## src/rtl/mem_wb_pipe_reg.sv

```systemverilog
// Multi-lane MEM/WB pipeline register with valid/ready handshake, one-entry skid
// buffer, per-lane kill, whole-stage flush and a saturating bubble counter.
module mem_wb_pipe_reg #(
    parameter int LANES = 2,
    parameter int WIDTH = 104,
    parameter int CNT_W = 16
) (
    input  logic                   clk,
    input  logic                   rst,
    input  logic [LANES-1:0]       in_valid,
    input  logic [LANES*WIDTH-1:0] in_data,
    input  logic [LANES-1:0]       in_kill,
    output logic                   in_ready,
    output logic [LANES-1:0]       out_valid,
    output logic [LANES*WIDTH-1:0] out_data,
    input  logic                   out_ready,
    input  logic                   flush,
    output logic [CNT_W-1:0]       bubble_cnt
);

    typedef enum logic [1:0] {
        ST_EMPTY = 2'd0,
        ST_ONE   = 2'd1,
        ST_TWO   = 2'd2
    } state_e;

    state_e                 state_q, state_d;
    logic [LANES-1:0]       main_valid_q, main_valid_d;
    logic [LANES*WIDTH-1:0] main_data_q, main_data_d;
    logic [LANES-1:0]       skid_valid_q, skid_valid_d;
    logic [LANES*WIDTH-1:0] skid_data_q, skid_data_d;
    logic                   in_ready_q, in_ready_d;
    logic [CNT_W-1:0]       bubble_q, bubble_d;

    logic [LANES-1:0] in_live_s;
    logic             accept_s;
    logic             fire_s;

    // Handshake qualifiers; killed lanes still carry payload but never count as valid.
    always_comb begin
        in_live_s = in_valid & ~in_kill;
        accept_s  = in_ready_q & (|in_live_s) & ~flush;
        fire_s    = out_ready & (|main_valid_q);
    end

    // Next-state for the bundle storage; flush overrides everything else.
    always_comb begin
        state_d      = state_q;
        main_valid_d = main_valid_q;
        main_data_d  = main_data_q;
        skid_valid_d = skid_valid_q;
        skid_data_d  = skid_data_q;
        if (flush) begin
            state_d      = ST_EMPTY;
            main_valid_d = '0;
            skid_valid_d = '0;
        end else begin
            case (state_q)
                ST_EMPTY: begin
                    if (accept_s) begin
                        main_valid_d = in_live_s;
                        main_data_d  = in_data;
                        state_d      = ST_ONE;
                    end else begin
                        state_d = ST_EMPTY;
                    end
                end
                ST_ONE: begin
                    if (accept_s && fire_s) begin
                        main_valid_d = in_live_s;
                        main_data_d  = in_data;
                    end else if (accept_s) begin
                        skid_valid_d = in_live_s;
                        skid_data_d  = in_data;
                        state_d      = ST_TWO;
                    end else if (fire_s) begin
                        main_valid_d = '0;
                        state_d      = ST_EMPTY;
                    end else begin
                        state_d = ST_ONE;
                    end
                end
                ST_TWO: begin
                    if (fire_s) begin
                        main_valid_d = skid_valid_q;
                        main_data_d  = skid_data_q;
                        skid_valid_d = '0;
                        state_d      = ST_ONE;
                    end else begin
                        state_d = ST_TWO;
                    end
                end
                default: begin
                    state_d      = ST_EMPTY;
                    main_valid_d = '0;
                    skid_valid_d = '0;
                end
            endcase
        end
    end

    // Ready is registered from the next state so it never depends on out_ready combinationally.
    always_comb begin
        in_ready_d = (state_d != ST_TWO);
    end

    // Saturating count of cycles where downstream was ready but nothing was offered.
    always_comb begin
        bubble_d = bubble_q;
        if (!flush && out_ready && (main_valid_q == '0) && (bubble_q != {CNT_W{1'b1}})) begin
            bubble_d = bubble_q + {{(CNT_W-1){1'b0}}, 1'b1};
        end else begin
            bubble_d = bubble_q;
        end
    end

    // State and storage registers.
    always_ff @(posedge clk or posedge rst) begin
        if (rst) begin
            state_q      <= ST_EMPTY;
            main_valid_q <= '0;
            main_data_q  <= '0;
            skid_valid_q <= '0;
            skid_data_q  <= '0;
            in_ready_q   <= 1'b1;
            bubble_q     <= '0;
        end else begin
            state_q      <= state_d;
            main_valid_q <= main_valid_d;
            main_data_q  <= main_data_d;
            skid_valid_q <= skid_valid_d;
            skid_data_q  <= skid_data_d;
            in_ready_q   <= in_ready_d;
            bubble_q     <= bubble_d;
        end
    end

    assign in_ready   = in_ready_q;
    assign out_valid  = main_valid_q;
    assign out_data   = main_data_q;
    assign bubble_cnt = bubble_q;

endmodule

```

## config.mk

```make
export PLATFORM = sky130hd
export DESIGN_NAME = mem_wb_pipe_reg
export DESIGN_NICKNAME = d
export VERILOG_FILES = /design/src/rtl/mem_wb_pipe_reg.sv
export SDC_FILE = /design/constraint.sdc
export NUM_CORES = 1
export LEC_CHECK = 0
export CAP_MARGIN = 15
export CORE_MARGIN = 2
export CORE_UTILIZATION = 54
export DETAILED_ROUTE_END_ITERATION = 8
export PLACE_DENSITY = 0.85
export SLEW_MARGIN = 20
export SYNTH_ARGS = -nofsm -noshare
export SYNTH_HDL_FRONTEND = slang
export SYNTH_SLANG_ARGS = --single-unit
```

## constraint.sdc

```tcl
create_clock -name clk -period 40.3 [get_ports clk]
set_clock_uncertainty 0.2 [all_clocks]
set_input_delay 6.045 -clock clk [delete_from_list [all_inputs] [get_ports clk]]
set_output_delay 6.045 -clock clk [all_outputs]
set_load 0.005 [all_outputs]
```

==> results of run 1 <==
## through the flow
stage / utilization / setup WS [ns]
floorplan: - / 21.83
global placement: 0.675 / 29.92
detailed placement: 0.676 / 30.43
CTS: 0.718 / 30.98
global route: 0.719 / 30.76
finish: 0.719 / 30.98
## power by group through the flow
stage	registers (W)	logic, W	clock network (W)
3_5_place_dp	0.000758	0.000524	0
3_3_place_gp	0.000741	0.000503	0
5_1_grt	0.000776	0.000563	0.000448
2_1_floorplan	0.000740	0.000241	0
6_report	0.000755	0.000523	0.000421
4_1_cts	0.000752	0.000528	0.000429
## routing by layer
layer  up-vias  GRT usage  wire length (um)
met2       469      0.451             24700
met3       120     0.0933              4450
li1       6367          -                 -
met5         -          0                27
met1      7023      0.304             18400
met4         4      0.114              2130
## placed cells by master (no fill, tap or decap), drive strengths merged, types with 4 or more instances in the layout
master | netlist | routed
buf | 46 | 13
diode | 0 | 7
nand3 | 4 | 4
nand2 | 633 | 633
nor2b | 4 | 4
dfrtp | 438 | 438
clkinv | 0 | 6
clkbuf | 49 | 70
nand2b | 4 | 4
nor3 | 9 | 9
o32ai | 4 | 4
mux2 | 418 | 418
nand4 | 4 | 4
a21oi | 4 | 4
nor2 | 10 | 10
clkdlybuf4s50 | 0 | 442
xor2 | 11 | 11
inv | 5 | 5
## layout make-up
class                   count  area (sq um)  share of cell area
multi-input cells        1136          7730               0.304
inverters                   5          26.3             0.00103
clock buffers              70          1380              0.0543
clock inverters             9           120             0.00473
flip-flops and latches    439         11000               0.433
repair buffers            455          4560               0.179
well taps                 461           577              0.0227
diodes                      7          17.5            0.000690
## logic make-up after synthesis
| kind of cell | after synthesis | share of synthesized area |
|---|---|---|
| DFF | 439 | 0.573 |
| muxes | 420 | 0.246 |
| and+or+nand+nor | 678 | 0.138 |
| adders and majority gates | 1 | 0.000652 |
| xor gates and xnor gates | 13 | 0.00593 |
| buffers and inverters | 100 | 0.0269 |
| AOI/OAI and AO/OA | 24 | 0.00952 |
## worst paths after layout
kind	startpoint	to	slack [ns]	depth (start not counted)
max reg2reg	state_q[0]	out_data[23]	36.13	6
min in group asynchronous	rst	bubble_cnt[1]	5.83	2
min	out_data[201]	out_data[201]	0.30	1
min reg2reg	out_data[201]	out_data[201]	0.30	1
max in group asynchronous	rst	skid_data_q[17]	32.05	4
max	out_ready	out_data[23]	30.98	7
## cell usage after synthesis (2+ instances only)
cell type	number	area (sq um)
nand2_1	633	2380
dfrtp_1	438	11000
mux2_2	418	4710
clkbuf_1	49	184
buf_2	29	145
buf_6	12	135
xor2_1	11	96.3
nor2_1	10	37.5
nor3_1	8	40.0
inv_1	5	18.8
a21oi_1	4	20.0
buf_4	4	30.0
nand2b_1	4	25.0
nand3_1	4	20.0
nand4_1	4	25.0
nor2b_1	4	25.0
o32ai_1	4	35.0
a21boi_0	3	22.5
nor4_1	3	18.8
a32o_1	2	20.0
mux2i_1	2	20.0
nor3b_1	2	15.0
o211ai_1	2	15.0
o21ai_0	2	10.0
or4_4	2	22.5
xnor2_1	2	17.5
## sequential cells by signal, indices dropped and copies added (netlist names)
signal / count
skid_data_q: 208
out_data: 208
in_ready: 1
out_valid: 2
state_q: 2
skid_valid_q: 2
bubble_cnt: 16
==> metrics, run 1 <==
GPL Wtd Cong=0.813; crit path buf inv count=3; max incr delay on CP=0.87 ns; number of enable flip-flop cells after synthesis=0; Mapped Area=around 19,000 sq um; DRC=0; wire per inst=a little under 20 um; Routed Antenna Nets=0; RSZ-0062 raised after global routing=no; max cap viols=0; fin cells=around 2,600; cell area after placement=about 24,000 sq um; syn_area_per_cell=~11 sq um; CTS Buf Count=45; flops & latches, synth=about 440; VDD IR max=46.1 uV; syn_nets=about 1,900; H-tree lvl count=2; final hold violation count=0; distinct cell type count after synthesis=40; synthesized netlist cell count=approximately 1,700; switch share=0.271; routed vias=roughly 14,000; largest net degree at the start of global routing=around 180; CTS tree=done; Final Cell Area=~25,000 sq um; FMAX=~110 MHz; Tmin final=just over 9 ns; Port Buffers=between 400 and 500; CTS Sinks=439; Die Area=about 37,000 sq um; Comb pwr share=0.308; crit end category=flip-flop; Bufs on Longest Clock Path=3; Critical-path top delay cell=buf_4; Overall Global Routing Usage=0.266; register area share after synthesis=0.573; count of final max-slew check failures=0; Crit path arrival time=around 9.6 ns; P_int=roughly 0.0012 W; Detailed Place HPWL=roughly 33,000 um; area grow syn2layout=32.4%; crit path kind=input port to flip-flop; core area=35,300 sq um; post-CTS setup buffers=0; die width=192 um; leakage power=approximately 12 nW; min-delay worst type=flip-flop to flip-flop; # resized after CTS=0; DRT iter0 DRCs=around 680; Power, Total=~0.0017 W; Congestion Overflow GR=0; Clk network pwr share=0.248; Max-slew headroom=0.277; power density over the cells=around 67 nW/um^2; Async S/R FF share, synth=1.00; number of buffers added to fix hold violations after cts=0; final worst path period share=0.231; vias in the first global route=~14,000; Crit path max-delay family=buffers and inverters; status=finished clean; worst-path fanout max=just under 80; critical path, cell by cell=clkdlybuf4s50_1 > o21ai_0 > nand2_1 > a41oi_4 > buf_4 > buf_4 > mux2_2; initial antenna violation count=9; Rows=69; worst hold slack=just over 0.3 ns; Cells after DPL=around 2,500; Pre-antenna DRT Iters=5; Skew-Pair Late Insertion Delay=approximately 0.56 ns; drt via density=approximately 5.4; Reg clk slew, reported paths=~0.06 ns; setup tns final=0 ns; Required @ worst endpoint=approximately 40 ns; Worst-Margin Slew=roughly 1.1 ns; NumNets Final=~2,300; critical path's most frequent cell=buf_4; switching pwr=roughly 0.00046 W; boundary pin count=443; Fill cells=~2,400; Root Buffer=clkbuf_16; first-pass GRT wire length=slightly below 80,000 um; Die H=192 um; Starting Density=0.543; Synth Warn #=0; WL final=49,700 um; Flop pwr share=0.444; CP Launch Type=input port; Top FF cell, synth=dfrtp_1; ratio of cells with drive above 1 in the final layout=0.243; Setup-failing EPs final=0
(Power assumes the default switching activity.)
==> run 2, diff against run 1 <==
Settings changed: CORE_UTILIZATION 54 to 46, PLACE_DENSITY 0.85 to 0.77.
Clock period 40.3 ns to 7.48 ns, I/O delays scaled along.
==> metrics, run 2 (synthesis gave the netlist of run 1 again) <==
setup tns final=0 ns; Overall Global Routing Usage=0.224; most common cell after layout, fill and taps aside=nand2_1; count of final max-slew check failures=0; boundary pin count=roughly 440; area grow syn2layout=33.6%; CTS Sinks=439; Max-slew headroom=0.317; flip-flop and latch area=approximately 11,000 sq um; max incr delay on CP=0.78 ns; DRT iter0 DRCs=between 800 and 900; drt via density=5.18; DRC=0; CTS Buf Count=47; crit end category=flip-flop; min-delay worst type=flip-flop to flip-flop; post-CTS setup buffers=0; Bufs on Longest Clock Path=3; core area=41,000 sq um; Cells after DPL=between 2,000 and 3,000; GPL Wtd Cong=roughly 0.83; RSZ-0062 raised after global routing=no; fin cells=between 2,000 and 3,000; leakage power=approximately 12 nW; Die Area=43,400 sq um; vias in the first global route=roughly 14,000; WL final=between 40,000 and 50,000 um; reg2reg setup slack=around 3.7 ns; area of the multi-input gates=7730 sq um; critical path, cell by cell=clkdlybuf4s50_1 > nor2_1 > o2111ai_1 > nand2b_4 > buf_4 > mux2_2; worst hold slack=about 0.30 ns; Port Buffers=around 440; Pre-antenna DRT Iters=5; Congestion Overflow GR=0; Setup-failing EPs final=0; crit path kind=input port to flip-flop; final hold violation count=0; Critical-path top delay cell=nand2b_4; Die H=about 210 um; VDD IR max=approximately 250 uV; max cap viols=0; wire per inst=between 15 and 20 um; CTS tree=done; largest net degree at the start of global routing=~180; Worst-Margin Slew=approximately 1 ns; Root Buffer=clkbuf_16; Reg clk slew, reported paths=approximately 0.06 ns; routed vias=~14,000; die width=208 um; CP Launch Type=input port; Tmin final=3.92 ns; most frequent cells in the layout=nand2_1 (633), clkdlybuf4s50_1 (442), dfrtp_1 (438); status=finished clean; Starting Density=0.468; # resized after CTS=0; FMAX=about 260 MHz; worst-path fanout max=roughly 60; H-tree lvl count=2; Required @ worst endpoint=between 7 and 8 ns; final worst path period share=0.524; NumNets Final=2,303; Detailed Place HPWL=approximately 32,000 um; Fill cells=about 3,200; initial antenna violation count=7; power density over the cells=between 300 and 400 nW/um^2; number of buffers added to fix hold violations after cts=0; worst setup path endpoint=skid_data_q[65]; Skew-Pair Late Insertion Delay=0.57 ns; RR Endpoint=out_data[65]; Rows=74; CP Launch Point=flush; ratio of cells with drive above 1 in the final layout=0.245; Routed Antenna Nets=0; R2R cell count=6; Reg-to-Reg Start=state_q[0]; Crit path arrival time=4.16 ns; first-pass GRT wire length=between 70,000 and 80,000 um
-- run 2: changes by cell type in the layout (fill, tap and decap cells not counted) --
| cell | before | now |
|---|---|---|
| buf_12 | 1 | 5 |
| clkbuf_16 | 45 | 49 |
| clkbuf_8 | 16 | 14 |
| clkinvlp_4 | 0 | 2 |
| clkinv_2 | 6 | 7 |
| inv_8 | 1 | 0 |
| buf_6 | 1 | 0 |
| diode_2 | 7 | 6 |
| buf_4 | 10 | 9 |
-- run 2: worst min-delay path by stage --
stage / from / to / slack (ns) / cells past startpoint
after CTS: bubble_cnt[13] / bubble_cnt[13] / 0.30 / 1
after global routing: out_data[93] / out_data[93] / 0.31 / 1
final: out_data[197] / out_data[197] / 0.30 / 1
after detailed placement: out_data[197] / out_data[197] / 0.29 / 1
after global placement: bubble_cnt[7] / bubble_cnt[7] / 0.28 / 1
after floorplan: skid_data_q[142] / skid_data_q[142] / 0.28 / 1
-- run 2: per-layer routing --
metal | up-vias | GRT usage | share of wire
li1 | 6365 | - | -
met1 | 6893 | 0.276 | 0.40
met2 | 423 | 0.368 | 0.49
met3 | 90 | 0.0642 | 0.072
met4 | 0 | 0.0972 | 0.034
met5 | - | 0 | 0
-- run 2: layout make-up --
cell class,instances,area share
Multi-Input combinational cell,1136,0.302
Timing Repair Buffer,457,0.180
Clock buffer,72,0.0567
Inverter,5,0.000879
Tap cell,532,0.0260
Antenna cell,6,0.000586
Clock inverter,11,0.00518
Sequential cell,439,0.429
-- run 2: power by group --
part           internal (W)  switching [W]
registers           0.00346       0.000591
logic               0.00185       0.000956
clock network       0.00143       0.000939
total               0.00674        0.00249
-- run 2: through the flow --
| step | cell area, sq um | power [W] | worst slack [ns] | util |
|---|---|---|---|---|
| 2_1_floorplan | 19200 | 0.00528 | 0.228 | - |
| 3_3_place_gp | 24000 | 0.00673 | 3.07 | 0.584 |
| 3_5_place_dp | 24000 | 0.00688 | 2.96 | 0.584 |
| 4_1_cts | 25600 | 0.00930 | 3.57 | 0.623 |
| 5_1_grt | 25600 | 0.00971 | 3.40 | 0.625 |
| 6_report | 25600 | 0.00923 | 3.56 | 0.625 |
-- run 2: worst max-delay path, delay by kind of cell --
kind                   cells  cell delay, ns
AO/OA/AOI/OAI              1            0.19
multiplexers               1            0.43
AND/OR/NAND/NOR            2            0.96
buffers and inverters      2            1.40
